`config.mk`:
```
export PLATFORM = sky130hd
export DESIGN_NAME = priority_encoder_rr
export DESIGN_NICKNAME = d
export VERILOG_FILES = /design/src/rtl/prio_enc_pkg.sv /design/src/rtl/priority_encoder_rr_scan.sv /design/src/rtl/priority_encoder_rr.sv
export SDC_FILE = /design/constraint.sdc
export NUM_CORES = 1
export LEC_CHECK = 0
export ABC_CLOCK_PERIOD_IN_PS = 4400
export CORE_UTILIZATION = 48
export DETAILED_ROUTE_END_ITERATION = 12
export MAX_ROUTING_LAYER = met4
export PLACE_DENSITY = 0.71
export SYNTH_ARGS = -nofsm -noshare
export SYNTH_HDL_FRONTEND = slang
export SYNTH_SLANG_ARGS = --single-unit
```
`constraint.sdc`:
```
create_clock -name clk -period 4.4 [get_ports clk]
set_input_delay 0.66 -clock clk [delete_from_list [all_inputs] [get_ports clk]]
set_output_delay 0.66 -clock clk [all_outputs]
set_load 0.1 [all_outputs]
```
`src/rtl/prio_enc_pkg.sv`:
```
// Shared types and constants for the registered priority encoder.
package prio_enc_pkg;

  typedef enum logic {
    PRIO_FIXED = 1'b0,
    PRIO_RR    = 1'b1
  } prio_mode_e;

  typedef enum logic {
    S_EMPTY = 1'b0,
    S_FULL  = 1'b1
  } out_state_e;

  // Pointer value after reset: the top index has highest priority.
  function automatic int reset_ptr(input int width);
    return width - 1;
  endfunction

endpackage

```
`src/rtl/priority_encoder_rr_scan.sv`:
```
// priority_scan: combinational search for the first set request bit,
// walking downward from a start index and wrapping past bit 0.
module priority_scan #(
  parameter int WIDTH = 8,
  parameter int IDX_W = $clog2(WIDTH)
) (
  input  logic [WIDTH-1:0] req,
  input  logic [IDX_W-1:0] start,
  output logic [IDX_W-1:0] idx,
  output logic             none
);

  int               p;
  logic [IDX_W-1:0] pos;

  // Iterate from the farthest distance to the nearest so the closest hit wins.
  always_comb begin
    idx  = '0;
    none = 1'b1;
    p    = 0;
    pos  = '0;
    for (int d = WIDTH - 1; d >= 0; d--) begin
      p = int'(start) - d;
      if (p < 0) p = p + WIDTH;
      pos = IDX_W'(p);
      if (req[pos]) begin
        idx  = pos;
        none = 1'b0;
      end
    end
  end

endmodule

```
`src/rtl/priority_encoder_rr.sv`:
```
// Registered priority encoder, fixed or round-robin, with a one-entry
// valid/ready output stage. Define PRIO_ENC_ONEHOT_EN to add grant_onehot.
module priority_encoder_rr
  import prio_enc_pkg::*;
#(
  parameter  int WIDTH = 8,
  localparam int IDX_W = $clog2(WIDTH)
) (
  input  logic             clk,
  input  logic             rst,
  input  logic             in_valid,
  input  logic [WIDTH-1:0] in_req,
  input  logic             mode,
  output logic             in_ready,
  output logic             out_valid,
  output logic [IDX_W-1:0] out_idx,
  output logic             out_none,
  input  logic             out_ready
`ifdef PRIO_ENC_ONEHOT_EN
  ,
  output logic [WIDTH-1:0] grant_onehot
`endif
);

  // Handshake: a beat moves when valid && ready on the same rising edge;
  // in_ready depends only on the registered out_valid and on out_ready.
  out_state_e       state, state_next;
  logic             accept;
  logic [IDX_W-1:0] ptr, scan_start, scan_idx;
  logic             scan_none;
  prio_mode_e       mode_e;

  assign mode_e     = prio_mode_e'(mode);
  assign in_ready   = !out_valid || out_ready;
  assign accept     = in_valid && in_ready;
  assign scan_start = (mode_e == PRIO_RR) ? ptr : IDX_W'(reset_ptr(WIDTH));

  priority_scan #(.WIDTH(WIDTH), .IDX_W(IDX_W)) u_scan (
    .req   (in_req),
    .start (scan_start),
    .idx   (scan_idx),
    .none  (scan_none)
  );

  always_ff @(posedge clk or posedge rst) begin
    if (rst) state <= S_EMPTY;
    else     state <= state_next;
  end

  always_comb begin
    state_next = state;
    case (state)
      S_EMPTY: if (accept) state_next = S_FULL;
      S_FULL:  if (out_ready && !accept) state_next = S_EMPTY;
      default: state_next = S_EMPTY;
    endcase
  end

  always_comb begin
    out_valid = (state == S_FULL);
  end

  always_ff @(posedge clk or posedge rst) begin
    if (rst) begin
      out_idx  <= '0;
      out_none <= 1'b0;
    end else if (accept) begin
      out_idx  <= scan_none ? '0 : scan_idx;
      out_none <= scan_none;
    end
  end

  // The winner drops to lowest priority for the next round-robin search.
  always_ff @(posedge clk or posedge rst) begin
    if (rst) begin
      ptr <= IDX_W'(reset_ptr(WIDTH));
    end else if (accept && mode_e == PRIO_RR && !scan_none) begin
      ptr <= (scan_idx == '0) ? IDX_W'(reset_ptr(WIDTH)) : scan_idx - 1'b1;
    end
  end

`ifdef PRIO_ENC_ONEHOT_EN
  always_ff @(posedge clk or posedge rst) begin
    if (rst)         grant_onehot <= '0;
    else if (accept) grant_onehot <= scan_none ? '0 : (WIDTH'(1) << scan_idx);
  end
`endif

endmodule

```
Word level (Yosys, flattened, before mapping). Index checks and enable logic that the tools add are counted.

Flip-flop bits (word level): 8. Bits of input ports: 13. Output and inout bits: 6. Logic and storage cells: 92.

Add/subtract/negate cells: 16. $lt $le $gt $ge: 16. Multiplexer cells: 46. Bitwise logic cells: 1. Reductions and logical operators: 9.

Operators by type and width (number): 3-bit two-way mux (19); 3-bit by 4-bit less-than comparator with 1-bit output, second input constant (8); 4-bit by 1-bit less-than comparator with 1-bit output, second input constant (7); 3-bit by 1-bit adder with 3-bit output, second input constant (8); 1-bit binary-select mux with 3-bit select (8); 1-bit two-way mux (18); 3-bit by 3-bit subtractor with 4-bit output, second input constant (4); 3-bit by 2-bit subtractor with 4-bit output, second input constant (2); 1-bit logical AND (4); 3-bit by 1-bit subtractor with 4-bit output, second input constant (1); 1-bit zero test (3); 3-bit zero test (1); 3-bit by 1-bit less-than comparator with 1-bit output, second input constant (1); 3-bit by 1-bit subtractor with 3-bit output, second input constant (1); 1-bit one-hot mux with 2 select lines (1); 1-bit logical OR (1); 1-bit NOT (1).

Depth between registers and ports, before layout.
Depth after elaboration: 16. Mapped depth: 17.

Modules after synthesis. Synthesis repeated with hierarchy kept, for this count alone.

Cell total of the unflattened synthesis: 118. Area total of the unflattened synthesis: 1179.9 um^2.

Modules (own cells, without submodules): priority_scan (instances 1, cells an instance 84, area each 763.2 um^2); priority_encoder_rr (instances 1, cells an instance 34, area each 416.6 um^2).

Worst setup path before layout. Ideal clock, no wire load.

Path type: input to register. Start point: input port mode. End point: register ptr[2]. Library setup time: 0.075 ns. Arrival time: 3.350 ns. Required time: 4.325 ns. Path slack: 0.975 ns. Cell stages on the path: 15. Buffers on the path: 2. Path through: nor2b_2 > buf_6 > inv_4 > buf_6 > ha_1 > xnor2_1 > mux4_2 > nand2_1 > nand3_1 > a31o_2 > o21a_1 > inv_1 > ha_1 > ha_1 > mux2i_1.

Word-level cells in the longest chain between the ends: 16. Elaborated cells between the ends (all ways): 70. Those cells by class: 16 x add/sub; 8 x order compare; 42 x mux; 4 x reduce/logical.

Ends and longest elaborated chain: start, declared (RTL line priority_encoder_rr.sv:13) `input logic mode,`; 3-bit two-way mux (RTL line priority_encoder_rr.sv:36) `assign scan_start = (mode_e == PRIO_RR) ? ptr : IDX_W'(reset_ptr(WIDTH));`; 3-bit by 3-bit subtractor with 4-bit output (RTL line priority_encoder_rr_scan.sv:23) `p = int'(start) - d;`; 4-bit by 1-bit less-than comparator with 1-bit output / 3-bit by 1-bit adder with 3-bit output (equally long branches) (RTL line priority_encoder_rr_scan.sv:24) `if (p < 0) p = p + WIDTH;`; 3-bit two-way mux (RTL line priority_encoder_rr_scan.sv:24); 1-bit binary-select mux with 3-bit select (RTL line priority_encoder_rr_scan.sv:26) `if (req[pos]) begin`; 1-bit two-way mux (implied by the code) (RTL line priority_encoder_rr_scan.sv:26); 3-bit two-way mux / 1-bit two-way mux (equally long branches) (8 in a row) (RTL line priority_encoder_rr_scan.sv:26); 3-bit by 1-bit subtractor with 3-bit output, or another cell as far along (RTL line priority_encoder_rr.sv:78) `ptr <= (scan_idx == '0) ? IDX_W'(reset_ptr(WIDTH)) : scan_idx - 1'b1;`; 3-bit two-way mux / 1-bit logical AND (equally long branches) (RTL line priority_encoder_rr.sv:78, priority_encoder_rr.sv:77); end signal, assigned (RTL line priority_encoder_rr.sv:76) `ptr <= IDX_W'(reset_ptr(WIDTH));`; end signal, assigned (RTL line priority_encoder_rr.sv:78); end, declared (RTL line priority_encoder_rr.sv:29) `logic [IDX_W-1:0] ptr, scan_start, scan_idx;`.

Parallel ways exist; a longest one is shown, timed or not. The select of a mux whose other input is x is not followed. A chain may end at the register's enable or synchronous reset.

Worst setup path in the final report. Same ends and word-level chain as after synthesis.

==> impl_metrics.json <==
{
  "status": "complete, no violations",
  "setup_violations": 0,
  "worstSetupStartpointType": "input port",
  "highest_layer": "met4",
  "ant_nets": 0,
  "timing.final.crit_share_pct": 87.5,
  "postCtsSetupRepairBufs": 0,
  "final_cell_mix": "nand2_1, clkdlybuf4s50_1, mux2i_1",
  "synth.top_cell.area_share_pct": 14.8,
  "tightest_slew_ns": 0.966,
  "die_area_sq_um": 3070,
  "cts_tree": "done",
  "nets": 197,
  "cts_resized": 0,
  "fin_cells": 209,
  "p_leak_nw": 0.703,
  "clkSlewWorstSetupHoldPaths_ns": 0.06,
  "ys_ff_latch": 8,
  "syn_to_final_growth_pct": 17.5,
  "cts_hold_buf": 0,
  "pwr-share-seq_pct": 15.2,
  "diodes": 0,
  "timing.fmax_ghz": 0.260,
  "overflow": 0,
  "vias": 1405,
  "synthArstFlopShare_pct": 100,
  "fillers": 239,
  "wl_met3_um": 297,
  "die_h_um": 55.4,
  "synth_ff_type": "dfrtp_1",
  "grt_antenna_before_repair": 0,
  "p_per_area_nw_per_um2": 653,
  "yosysWarnings": 0,
  "route.met2.wl_um": 1880,
  "cp_max_fo": 15,
  "p_clk_share_pct": 5.9,
  "syn_area_sq_um": 1370,
  "wl_met1_um": 1520,
  "ir_drop_v": 0.000515,
  "p_sw_share_pct": 53.7,
  "synth_top_area_cell": "mux4_2",
  "ios": 19,
  "yosysSeqAreaShare_pct": 14.9,
  "io_buffers": 18,
  "core_sq_um": 2590,
  "rows": 18,
  "drt-total-wl_um": 3830,
  "grtUsageTotal_pct": 27.0,
  "required_ns": 4.58,
  "skew_ns": 0.00964,
  "p_int_uw": 486,
  "critPathCaptureType": "register",
  "final_util_pct": 62.0,
  "cts_max_level": 1,
  "synth_area_leaders": "mux4_2, dfrtp_1, mux2i_1, nand2_1, dfstp_2",
  "hp-class": "reg2reg",
  "grt_max_degree": 17,
  "maxCapViolCount": 0,
  "p_comb_share_pct": 78.9,
  "min_period_ns": 3.85,
  "rsz0062_at_grt": "false",
  "maxSlewViolCount": 0,
  "clock_latency_ns": 0.26,
  "grt_pass1_vias": 1295,
  "fin_tns_setup_ns": 0,
  "critPathKind": "in2reg",
  "synth_edf_count": 0,
  "initial_core_util_pct": 52.8,
  "place.gp.congestion": 1.04,
  "syn-num-nets": 176,
  "ys_types": 56,
  "viasPerCell": 6.72,
  "arrival_ns": 4.03,
  "grt_pass1_wl_um": 6290,
  "hold_viol": 0,
  "dp_hpwl_um": 3060,
  "total_power_mw": 1.05,
  "synth_area_per_cell_sq_um": 8.60,
  "switchingPower_uw": 563,
  "drt_first_iter_violations": 92,
  "synthCells": 159,
  "clock_path_buffers": 2,
  "clock_sinks": 8,
  "max-slew-margin-rel_pct": 35.4,
  "drc": 0,
  "wl_per_cell_um": 18.3,
  "cts_inserted_buffers": 3,
  "cts_root_buffer": "clkbuf_4",
  "layout-drive-gt1-share_pct": 20.1,
  "die_w_um": 55.4,
  "final_common_cell": "nand2_1",
  "dp_cells": 205,
  "drtPass1Iterations": 4
}
Yosys cell counts, types with 4 or more instances:
| cell type | n |
|---|---|
| mux2_2 | 7 |
| nand2b_1 | 4 |
| inv_1 | 8 |
| nor2_1 | 4 |
| nand3_1 | 4 |
| a21oi_1 | 7 |
| o21ai_0 | 4 |
| nand2_1 | 23 |
| ha_1 | 4 |
| buf_2 | 4 |
| mux2i_1 | 10 |
| dfrtp_1 | 5 |
| mux4_2 | 9 |
path summary, 6_finish.rpt:
path                            startpoint         end  slack (ns)  cells past startpoint
worst max-delay path                  mode      ptr[2]        0.55                     13
worst min-delay path            out_idx[2]  out_idx[2]        0.48                      2
worst max register to register      ptr[0]      ptr[2]        0.81                     12
worst min register to register  out_idx[2]  out_idx[2]        0.48                      2
max in group asynchronous              rst      ptr[0]        3.47                      2
min in group asynchronous              rst  out_idx[2]        0.64                      2
power groups by stage:
| stage | registers [mW] | logic [mW] | clock network [mW] |
|---|---|---|---|
| after floorplan | 0.229 | 0.556 | 0 |
| after global placement | 0.158 | 0.816 | 0 |
| after detailed placement | 0.160 | 0.818 | 0 |
| after CTS | 0.159 | 0.821 | 0.0634 |
| after global routing | 0.166 | 0.893 | 0.0669 |
| final | 0.159 | 0.828 | 0.0620 |
flip-flops by register name, summed over array words and instances, names as in the netlist:
register,count
out_idx,3
out_valid,1
ptr,3
out_none,1
cells by family after synthesis:
group | Yosys count | synth area share, %
buffers and inverters | 17 | 6.31
and+or+nand+nor | 58 | 22.2
adders and majority gates | 4 | 3.66
AOI/OAI and AO/OA | 40 | 21.0
xor gates and xnor gates | 5 | 3.20
DFF | 8 | 14.9
muxes | 27 | 28.7
cell type report:
class / instances / area (sq um) / share of cell area, %
timing repair buffer: 24 / 225 / 14.0
inverter: 9 / 36.3 / 2.26
multi-input combinational: 134 / 1080 / 67.1
sequential: 8 / 204 / 12.7
tap: 30 / 37.5 / 2.34
clock buffer: 4 / 26.3 / 1.64
per-stage QoR:
stage          cell area [sq um]  setup slack (ns)  hold slack [ns]
2_1_floorplan               1370             0.975            0.462
3_3_place_gp                1580             0.314            0.464
3_5_place_dp                1580             0.328            0.473
4_1_cts                     1610             0.594            0.487
5_1_grt                     1610             0.369            0.527
6_report                    1610             0.552            0.478
layer usage:
metal  GRT usage (%)  vias up
li1                -      645
met1            33.0      659
met2            44.6       85
met3            4.68       16
met4            10.0        0
met5               -        -
worst max-delay path: stages:
cell and delay, ns:
clkdlybuf4s50_1 0.48, nor2b_2 0.21, inv_4 0.19, mux2i_1 0.44
mux4_2 0.37, o2111ai_1 0.17, and3_1 0.22, o31ai_1 0.27
nand2_1 0.10, mux2_2 0.28, ha_1 0.20, ha_1 0.29
mux2i_1 0.14
Note: power is estimated with default switching activity, not from simulation.
